$ cat src/rtl/cpu_pkg.sv
// Shared types for the serial CPU core: sequencer states, opcodes, decoder bundle.
// Latency: n/a (declarations only).
// Backpressure: n/a.
package cpu_pkg;

  localparam int          WORD_W  = 16;
  localparam logic [15:0] PC_STEP = 16'd2;  // byte-addressed, one 16-bit word

  typedef enum logic [2:0] {
    FETCH     = 3'd0,
    DECODE    = 3'd1,
    FETCH_IMM = 3'd2,
    EXEC      = 3'd3,
    MEM       = 3'd4,
    WB        = 3'd5,
    HALTED    = 3'd6
  } seq_state_t;

  typedef enum logic [2:0] {
    R_TYPE  = 3'd0,
    I_TYPE  = 3'd1,
    B_TYPE  = 3'd2,
    J_TYPE  = 3'd3,
    M_TYPE  = 3'd4,
    SYS_END = 3'd5
  } opcode_t;

  typedef enum logic {
    MEM_LOAD  = 1'b0,
    MEM_STORE = 1'b1
  } mem_op_t;

  typedef struct packed {
    logic [2:0] opcode;
    logic       double_word;
    logic       rf_write;
    logic       use_addr;
    logic       is_store;
    logic       halt;
  } dec_sig_t;

  // Encodings above SYS_END are unassigned; the sequencer neutralises them.
  function automatic logic op_known(input logic [2:0] op);
    return op <= 3'(SYS_END);
  endfunction

endpackage

$ cat src/rtl/serial_bit_counter.sv
// Bit-position counter for serial shifters with enable, clear and terminal-count flag.
// Latency: count updates one cycle after en/clr; tc is combinational from count.
// Backpressure: none; holds its value while en is low.
// Ports: clock/reset (sync, active-high), en (advance), clr (return to 0, wins over en),
//        count (current bit index), tc (count is at LAST).
module serial_bit_counter #(
  parameter int CNT_W = 4,
  parameter int LAST  = 15
) (
  input  logic             clock,
  input  logic             reset,
  input  logic             en,
  input  logic             clr,
  output logic [CNT_W-1:0] count,
  output logic             tc
);

  always_ff @(posedge clock) begin
    if (reset || clr) begin
      count <= '0;
    end else if (en) begin
      count <= count + CNT_W'(1);
    end
  end

  assign tc = (count == CNT_W'(LAST));

endmodule

$ cat src/rtl/cpu_sequencer.sv
// Multi-cycle control FSM: fetch (+imm), DATA_W-cycle serial exec, memory phase, writeback.
// Latency: (1+W) fetch + 1 decode [+ (1+W) imm] + DATA_W exec [+ (1+W) mem] + 1 wb.
// Backpressure: mem_req held until mem_ready; FSM stalls in the access state meanwhile.
// Ports: clock/reset (sync, active-high); mem_* single shared memory port;
//        ir/imm to the decoder; dec_* decoder results; alu_addr effective address;
//        branch_taken/target_pc redirect in WB; alu_shift_en/bit_idx drive the serial ALU;
//        rf_write_en register-file strobe; pc program counter; halted stop flag.
module cpu_sequencer
  import cpu_pkg::*;
#(
  parameter int          DATA_W   = 16,
  parameter logic [15:0] RESET_PC = 16'h0000,
  parameter int          CNT_W    = $clog2(DATA_W)
) (
  input  logic             clock,
  input  logic             reset,
  output logic             mem_req,
  output logic             mem_we,
  output logic [15:0]      mem_addr,
  input  logic [15:0]      mem_rdata,
  input  logic             mem_ready,
  output logic [15:0]      ir,
  output logic [15:0]      imm,
  input  logic [2:0]       dec_opcode,
  input  logic             dec_double,
  input  logic             dec_rf_write,
  input  logic             dec_use_addr,
  input  logic             dec_is_store,
  input  logic             dec_halt,
  input  logic [15:0]      alu_addr,
  input  logic             branch_taken,
  input  logic [15:0]      target_pc,
  output logic             alu_shift_en,
  output logic [CNT_W-1:0] bit_idx,
  output logic             rf_write_en,
  output logic [15:0]      pc,
  output logic             halted
);

  seq_state_t state, state_nxt;
  dec_sig_t   dec;
  logic       known_op;
  logic       cnt_en, cnt_clr, cnt_tc;

  assign dec = '{
    opcode:      dec_opcode,
    double_word: dec_double,
    rf_write:    dec_rf_write,
    use_addr:    dec_use_addr,
    is_store:    dec_is_store,
    halt:        dec_halt
  };
  assign known_op = op_known(dec.opcode);

  serial_bit_counter #(
    .CNT_W (CNT_W),
    .LAST  (DATA_W - 1)
  ) u_bit_cnt (
    .clock (clock),
    .reset (reset),
    .en    (cnt_en),
    .clr   (cnt_clr),
    .count (bit_idx),
    .tc    (cnt_tc)
  );

  always_ff @(posedge clock) begin
    if (reset) begin
      state <= FETCH;
      pc    <= RESET_PC;
      ir    <= '0;
      imm   <= '0;
    end else begin
      state <= state_nxt;
      case (state)
        FETCH: begin
          if (mem_ready) begin
            ir <= mem_rdata;
            pc <= pc + PC_STEP;
          end
        end
        FETCH_IMM: begin
          if (mem_ready) begin
            imm <= mem_rdata;
            pc  <= pc + PC_STEP;
          end
        end
        WB: begin
          // Redirect overrides the sequential pc already advanced during fetch.
          if (branch_taken) begin
            pc <= target_pc;
          end
        end
        default: ;
      endcase
    end
  end

  always_comb begin
    state_nxt    = state;
    mem_req      = 1'b0;
    mem_we       = 1'b0;
    mem_addr     = pc;
    alu_shift_en = 1'b0;
    cnt_en       = 1'b0;
    cnt_clr      = 1'b0;
    rf_write_en  = 1'b0;
    halted       = 1'b0;

    case (state)
      FETCH: begin
        mem_req = 1'b1;
        if (mem_ready) state_nxt = DECODE;
      end
      DECODE: begin
        if (dec.halt)             state_nxt = HALTED;
        else if (dec.double_word) state_nxt = FETCH_IMM;
        else                      state_nxt = EXEC;
      end
      FETCH_IMM: begin
        mem_req = 1'b1;
        if (mem_ready) state_nxt = EXEC;
      end
      EXEC: begin
        alu_shift_en = 1'b1;
        cnt_en       = 1'b1;
        if (cnt_tc) begin
          cnt_clr   = 1'b1;
          // Unassigned opcodes never enter the memory phase.
          state_nxt = (dec.use_addr && known_op) ? MEM : WB;
        end
      end
      MEM: begin
        mem_req  = 1'b1;
        mem_addr = alu_addr;
        mem_we   = dec.is_store;
        if (mem_ready) state_nxt = WB;
      end
      WB: begin
        rf_write_en = dec.rf_write && known_op;
        state_nxt   = FETCH;
      end
      HALTED: begin
        halted = 1'b1;
      end
      default: state_nxt = FETCH;
    endcase

    // While reset is held the core is silent, even though the state register
    // only returns to FETCH at the next edge.
    if (reset) begin
      mem_req      = 1'b0;
      mem_we       = 1'b0;
      alu_shift_en = 1'b0;
      cnt_en       = 1'b0;
      rf_write_en  = 1'b0;
      halted       = 1'b0;
    end
  end

endmodule

$ cat config.mk
export PLATFORM = sky130hd
export DESIGN_NAME = cpu_sequencer
export DESIGN_NICKNAME = d
export VERILOG_FILES = /design/src/rtl/cpu_pkg.sv /design/src/rtl/serial_bit_counter.sv /design/src/rtl/cpu_sequencer.sv
export SDC_FILE = /design/constraint.sdc
export NUM_CORES = 1
export LEC_CHECK = 0
export ABC_AREA = 1
export BUFFER_PORTS_ARGS = -buffer_cell sky130_fd_sc_hd__buf_2
export CORE_ASPECT_RATIO = 0.8
export CORE_MARGIN = 8
export CORE_UTILIZATION = 47
export CTS_BUF_LIST = sky130_fd_sc_hd__clkbuf_8
export DETAILED_ROUTE_END_ITERATION = 10
export GPL_TIMING_DRIVEN = 0
export PLACE_DENSITY = 0.81
export SYNTH_ARGS = -nofsm -noshare
export SYNTH_HDL_FRONTEND = slang
export SYNTH_SLANG_ARGS = --single-unit
$ cat constraint.sdc
create_clock -name clock -period 1.8 [get_ports clock]
set_input_delay 0.09 -clock clock [delete_from_list [all_inputs] [get_ports clock]]
set_output_delay 0.09 -clock clock [all_outputs]
set_load 0.05 [all_outputs]
Yosys cells after proc, flatten, opt, wreduce, memory -nomap -nowiden
Index checks and enable logic that the tools add are counted.
W data, S select, Z words.
{ "totals": {"ff_bits": 55, "in_bits": 60} }
{ "op_classes": {"magnitude_cmp": 1, "reduce_logical": 11, "n_mux": 24, "add_sub_neg": 2, "eq_ne": 13, "n_bitwise": 1} }
{ "op_table": {"columns": ["operator", "n"], "rows": [
  ["$mux W16", 3],
  ["$pmux W16 S2", 1],
  ["$pmux W3 S6", 1],
  ["$add A16 B2 Y16 const B", 1],
  ["$mux W3", 5],
  ["$mux W1", 14],
  ["$ne A2 B2 Y1 const B", 5],
  ["$eq A3 B3 Y1 const B", 3],
  ["$eq A3 B2 Y1 const B", 2],
  ["$reduce_and A5 Y1", 1],
  ["$add A4 B1 Y4 const B", 1],
  ["$eq A4 B4 Y1 const B", 1],
  ["$reduce_and A2 Y1", 2],
  ["$eq A3 B1 Y1 const B", 1],
  ["$le A3 B3 Y1 const B", 1],
  ["$logic_not A3 Y1", 1],
  ["$reduce_and A3 Y1", 1],
  ["$reduce_or A3 Y1", 1],
  ["$logic_and A1 B1 Y1", 2],
  ["$ne A2 B1 Y1 const B", 1],
  ["$reduce_bool A2 Y1", 1],
  ["$reduce_or A2 Y1", 1],
  ["$logic_or A1 B1 Y1", 1],
  ["$not A1 Y1", 1]
]} }

Depth between registers and ports, before layout
{ "logic_depth": {"ltp_word": 5, "ltp_mapped": 10, "depth_no_buf": 9} }

Cells and area by module
From an unflattened synthesis, not the netlist that was laid out.
{ "unflattened": {"cells_unflattened": 413, "hier_area_um2": 2812.7} }
{ "by_module_without_submodules": {"columns": ["mod", "area_each_um2", "cells_per_inst", "n_inst"], "rows": [
  ["cpu_sequencer", 2636.3, 389, 1],
  ["serial_bit_counter", 176.4, 24, 1]
]} }

Worst setup path after synthesis
Ideal clock, no wire load.
{ "synth_path": {"path_type": "reg-to-output", "startpoint": "register state[0]", "endpoint": "output mem_addr[10]", "path_buffers": 2, "stages_incl_launch_ff": 6, "required_time_ns": 1.710, "arrival_time_ns": 1.835, "path_slack_ns": -0.125, "cell_sequence": "dfxtp_1 nor2_1 nand2_1 buf_2 buf_2 a21oi_1"} }
{ "synth_via": {"elab_chain_cells": 2} }
{ "synth_rtl": {"columns": ["element", "line", "source"], "rows": [
  ["start, declared", "cpu_sequencer.sv:40", "seq_state_t state, state_nxt;"],
  ["start signal, assigned", "cpu_sequencer.sv:74", "state <= state_nxt;"],
  ["$eq A3 B3 Y1", "cpu_sequencer.sv:110", "case (state)"],
  ["$mux W16", "cpu_sequencer.sv:110", null],
  ["end, declared", "cpu_sequencer.sv:19", "output logic [15:0] mem_addr,"]
]} }
No other way between the ends.

Final worst setup path
{ "layout_path": {"startpoint": "register state[1]", "endpoint": "output mem_addr[9]"} }
Same word-level chain as after synthesis.

==> flow_metrics.py <==
metrics = {
    "layout": {
        "num_antenna_cells": 0,
        "num-fill-cells": 557,
        "area_growth_pct": 33.8,
        "layout_commonest_cell": "buf_2",
        "final_cell_mix": "buf_2, nand2_1, a21oi_1, dfxtp_1, inv_1",
        "final_util": 0.642,
        "nets": 612,
        "drive_gt1_frac": 0.323,
    },
    "yosys": {
        "yosysSeqAreaShare": 0.395,
        "ys_warn_count": 0,
        "yosysUniqueCellTypes": 30,
        "syn_nets": 472,
        "synth.cell_area_um2": 2790,
        "synth_seq_cells": 55,
        "syn_inst": 410,
        "syn_avg_cell_area_um2": 6.81,
    },
    "drt": {
        "drt_iter0_drc": 164,
        "vias": 3204,
        "viasPerCell": 5.07,
        "first_pass_iters": 5,
        "ant_nets": 0,
        "post_drt_wl_per_cell_um": 14.9,
        "drcViolationCount": 0,
        "finalWirelength_um": 9420,
    },
    "critical_path": {
        "path_common_cell": "buf_6",
        "ff2ff_path_depth": 8,
        "critPathArrivalTime_ps": 1640,
        "path_delay_family": "buffers and inverters",
        "cp_max_fo": 10,
        "path_cells": "nor2_4, nand2_4, buf_6, buf_6, a21oi_2, buf_4",
        "crit_slowest_cell": "dfxtp_4",
        "cpPeakStageDelay_ps": 390,
        "worstSetupPathType": "flip-flop to output port",
        "critical_path_depth": 6,
        "crit_path_end_kind": "output port",
        "cp-start-kind": "flip-flop",
        "required_ps": 1710,
        "path_buf_inv": 3,
    },
    "timing": {
        "max_freq_ghz": 0.579,
        "hold_viol": 0,
        "finClkSkew_ps": 17.0,
        "worst_slew_pin_slew_ps": 653,
        "rsz0062_at_grt": "true",
        "setup-violations-final": 0,
        "period_share": 0.959,
        "slew-limit-headroom": 0.564,
        "post-route-min-period_ps": 1730,
        "slew_violations": 0,
    },
    "clock_tree": {
        "clk_pin_slew_worst_paths_ps": 110,
        "numClockSinks": 55,
        "clock_latency_ps": 320,
        "cts_made_buffers": 5,
        "cts_buffer_depth": 2,
        "cts_root_buf": "clkbuf_8",
        "cts_hold_buf": 0,
        "ctsHtreeMaxLevel": 2,
        "cts_tree": "yes",
    },
    "status": {
        "outcome": "complete, no violations",
    },
    "worst_hold_path": {
        "whs_path_depth": 3,
        "min_path_type": "input port to flip-flop",
    },
    "die": {
        "die_x_um": 102,
        "core_um2": 5820,
        "start_util": 0.480,
        "dieArea_um2": 8670,
        "ios": 133,
        "fp-row-count": 25,
        "chipHeight_um": 84.9,
    },
    "place": {
        "place.port_buffers": 131,
        "gp_congestion": 0.957,
        "dp_hpwl_um": 7270,
    },
    "power_and_ir_drop": {
        "power.leakage_nw": 1.74,
        "total_power_mw": 3.55,
        "max-vdd-ir-drop_v": 0.000469,
        "power_density_nw_per_um2": 951,
    },
    "global_routing": {
        "grt_pass1_wl_um": 14600,
        "grtUsageTotal": 0.209,
        "first_global_vias": 2995,
        "overflow": 0,
        "grt_max_degree": 20,
        "antenna_found_initial": 0,
    },
    "flow_run": {
        "maxCapViolCount": 0,
    },
}
==> cells by family after synthesis <==
| logic type | synth area share |
|---|---|
| AOI/OAI and AO/OA | 0.230 |
| DFF | 0.395 |
| xor gates and xnor gates | 0.00628 |
| and+or+nand+nor | 0.223 |
| buffers and inverters | 0.117 |
| muxes | 0.0202 |
| adders and majority gates | 0.00897 |
==> synthesized netlist by cell type (all sizes together) <==
master | instances | area share
nor3 | 1 | 0.0018
nor2 | 47 | 0.066
o211ai | 1 | 0.0027
inv | 55 | 0.075
clkbuf | 10 | 0.013
or2 | 5 | 0.011
nand2 | 72 | 0.10
a21oi | 63 | 0.12
nand4 | 4 | 0.0090
xor2 | 2 | 0.0063
mux2 | 5 | 0.020
o31ai | 2 | 0.0054
ha | 2 | 0.0090
o21ai | 52 | 0.093
o21bai | 1 | 0.0027
buf | 10 | 0.029
dfxtp | 55 | 0.39
nand3 | 19 | 0.034
a31oi | 3 | 0.0067
o2111ai | 1 | 0.0031
==> area by class of cell <==
cell class,count,area [um^2],share of cell area
Multi-Input combinational cell,280,1390,0.373
Timing Repair Buffer,133,697,0.187
Clock inverter,3,28.8,0.00771
Buffer,20,131,0.0352
Tap cell,81,101,0.0271
Sequential cell,55,1110,0.296
Inverter,55,209,0.0560
Clock buffer,5,68.8,0.0184
==> final timing paths <==
path / from / slack (ps) / to
worst max-delay path: state[1] / 70 / mem_addr[9]
worst min-delay path: target_pc[3] / 40 / pc[3]
worst min register to register: imm[12] / 450 / imm[12]
worst max register to register: pc[1] / 240 / pc[15]
==> worst min-delay path: cells and delay by family <==
family	cells	cell delay, ps
AOI/OAI and AO/OA	1	70
buffers and inverters	1	100
and+or+nand+nor	1	60
==> per-stage QoR <==
stage / worst slack, ps / cells / hold WS, ps / instance area, um^2 / TNS [ps]
2_1_floorplan: -125 / 410 / 159 / 2790 / -996
3_3_place_gp: -32.9 / 622 / 367 / 3550 / -245
3_5_place_dp: -63.1 / 622 / 369 / 3550 / -400
4_1_cts: 14.3 / 632 / 28.1 / 3700 / 0
5_1_grt: -1.80 / 632 / 33.6 / 3730 / -1.80
6_report: 74.1 / 632 / 35.6 / 3730 / 0
==> what timing repair did <==
item	CTS	global route
pin swaps	1	1
resized for setup	17	10
setup buffers	2	0
setup endpoints to repair	18	17
endpoints found under the hold margin	0	0
cloned	0	0
==> state kept, by name (all words and copies together), names as in the netlist <==
name / flops
imm: 16
ir: 16
pc: 16
u_bit_cnt.count: 4
state: 3
==> power breakdown <==
part,internal [mW],leakage (nW),switching [mW],total (mW)
registers,1.33,0.450,0.0864,1.42
logic,0.379,1.24,1.01,1.39
clock network,0.290,0.0502,0.451,0.740
total,2.00,1.74,1.55,3.55
==> per-layer routing <==
| metal | up-vias | track usage | share of wire |
|---|---|---|---|
| met5 | - | 0 | 0 |
| met1 | 1453 | 0.262 | 0.44 |
| li1 | 1613 | - | - |
| met4 | 0 | 0.0519 | 0.013 |
| met3 | 15 | 0.0433 | 0.075 |
| met2 | 123 | 0.352 | 0.47 |
(Power assumes the default switching activity.)
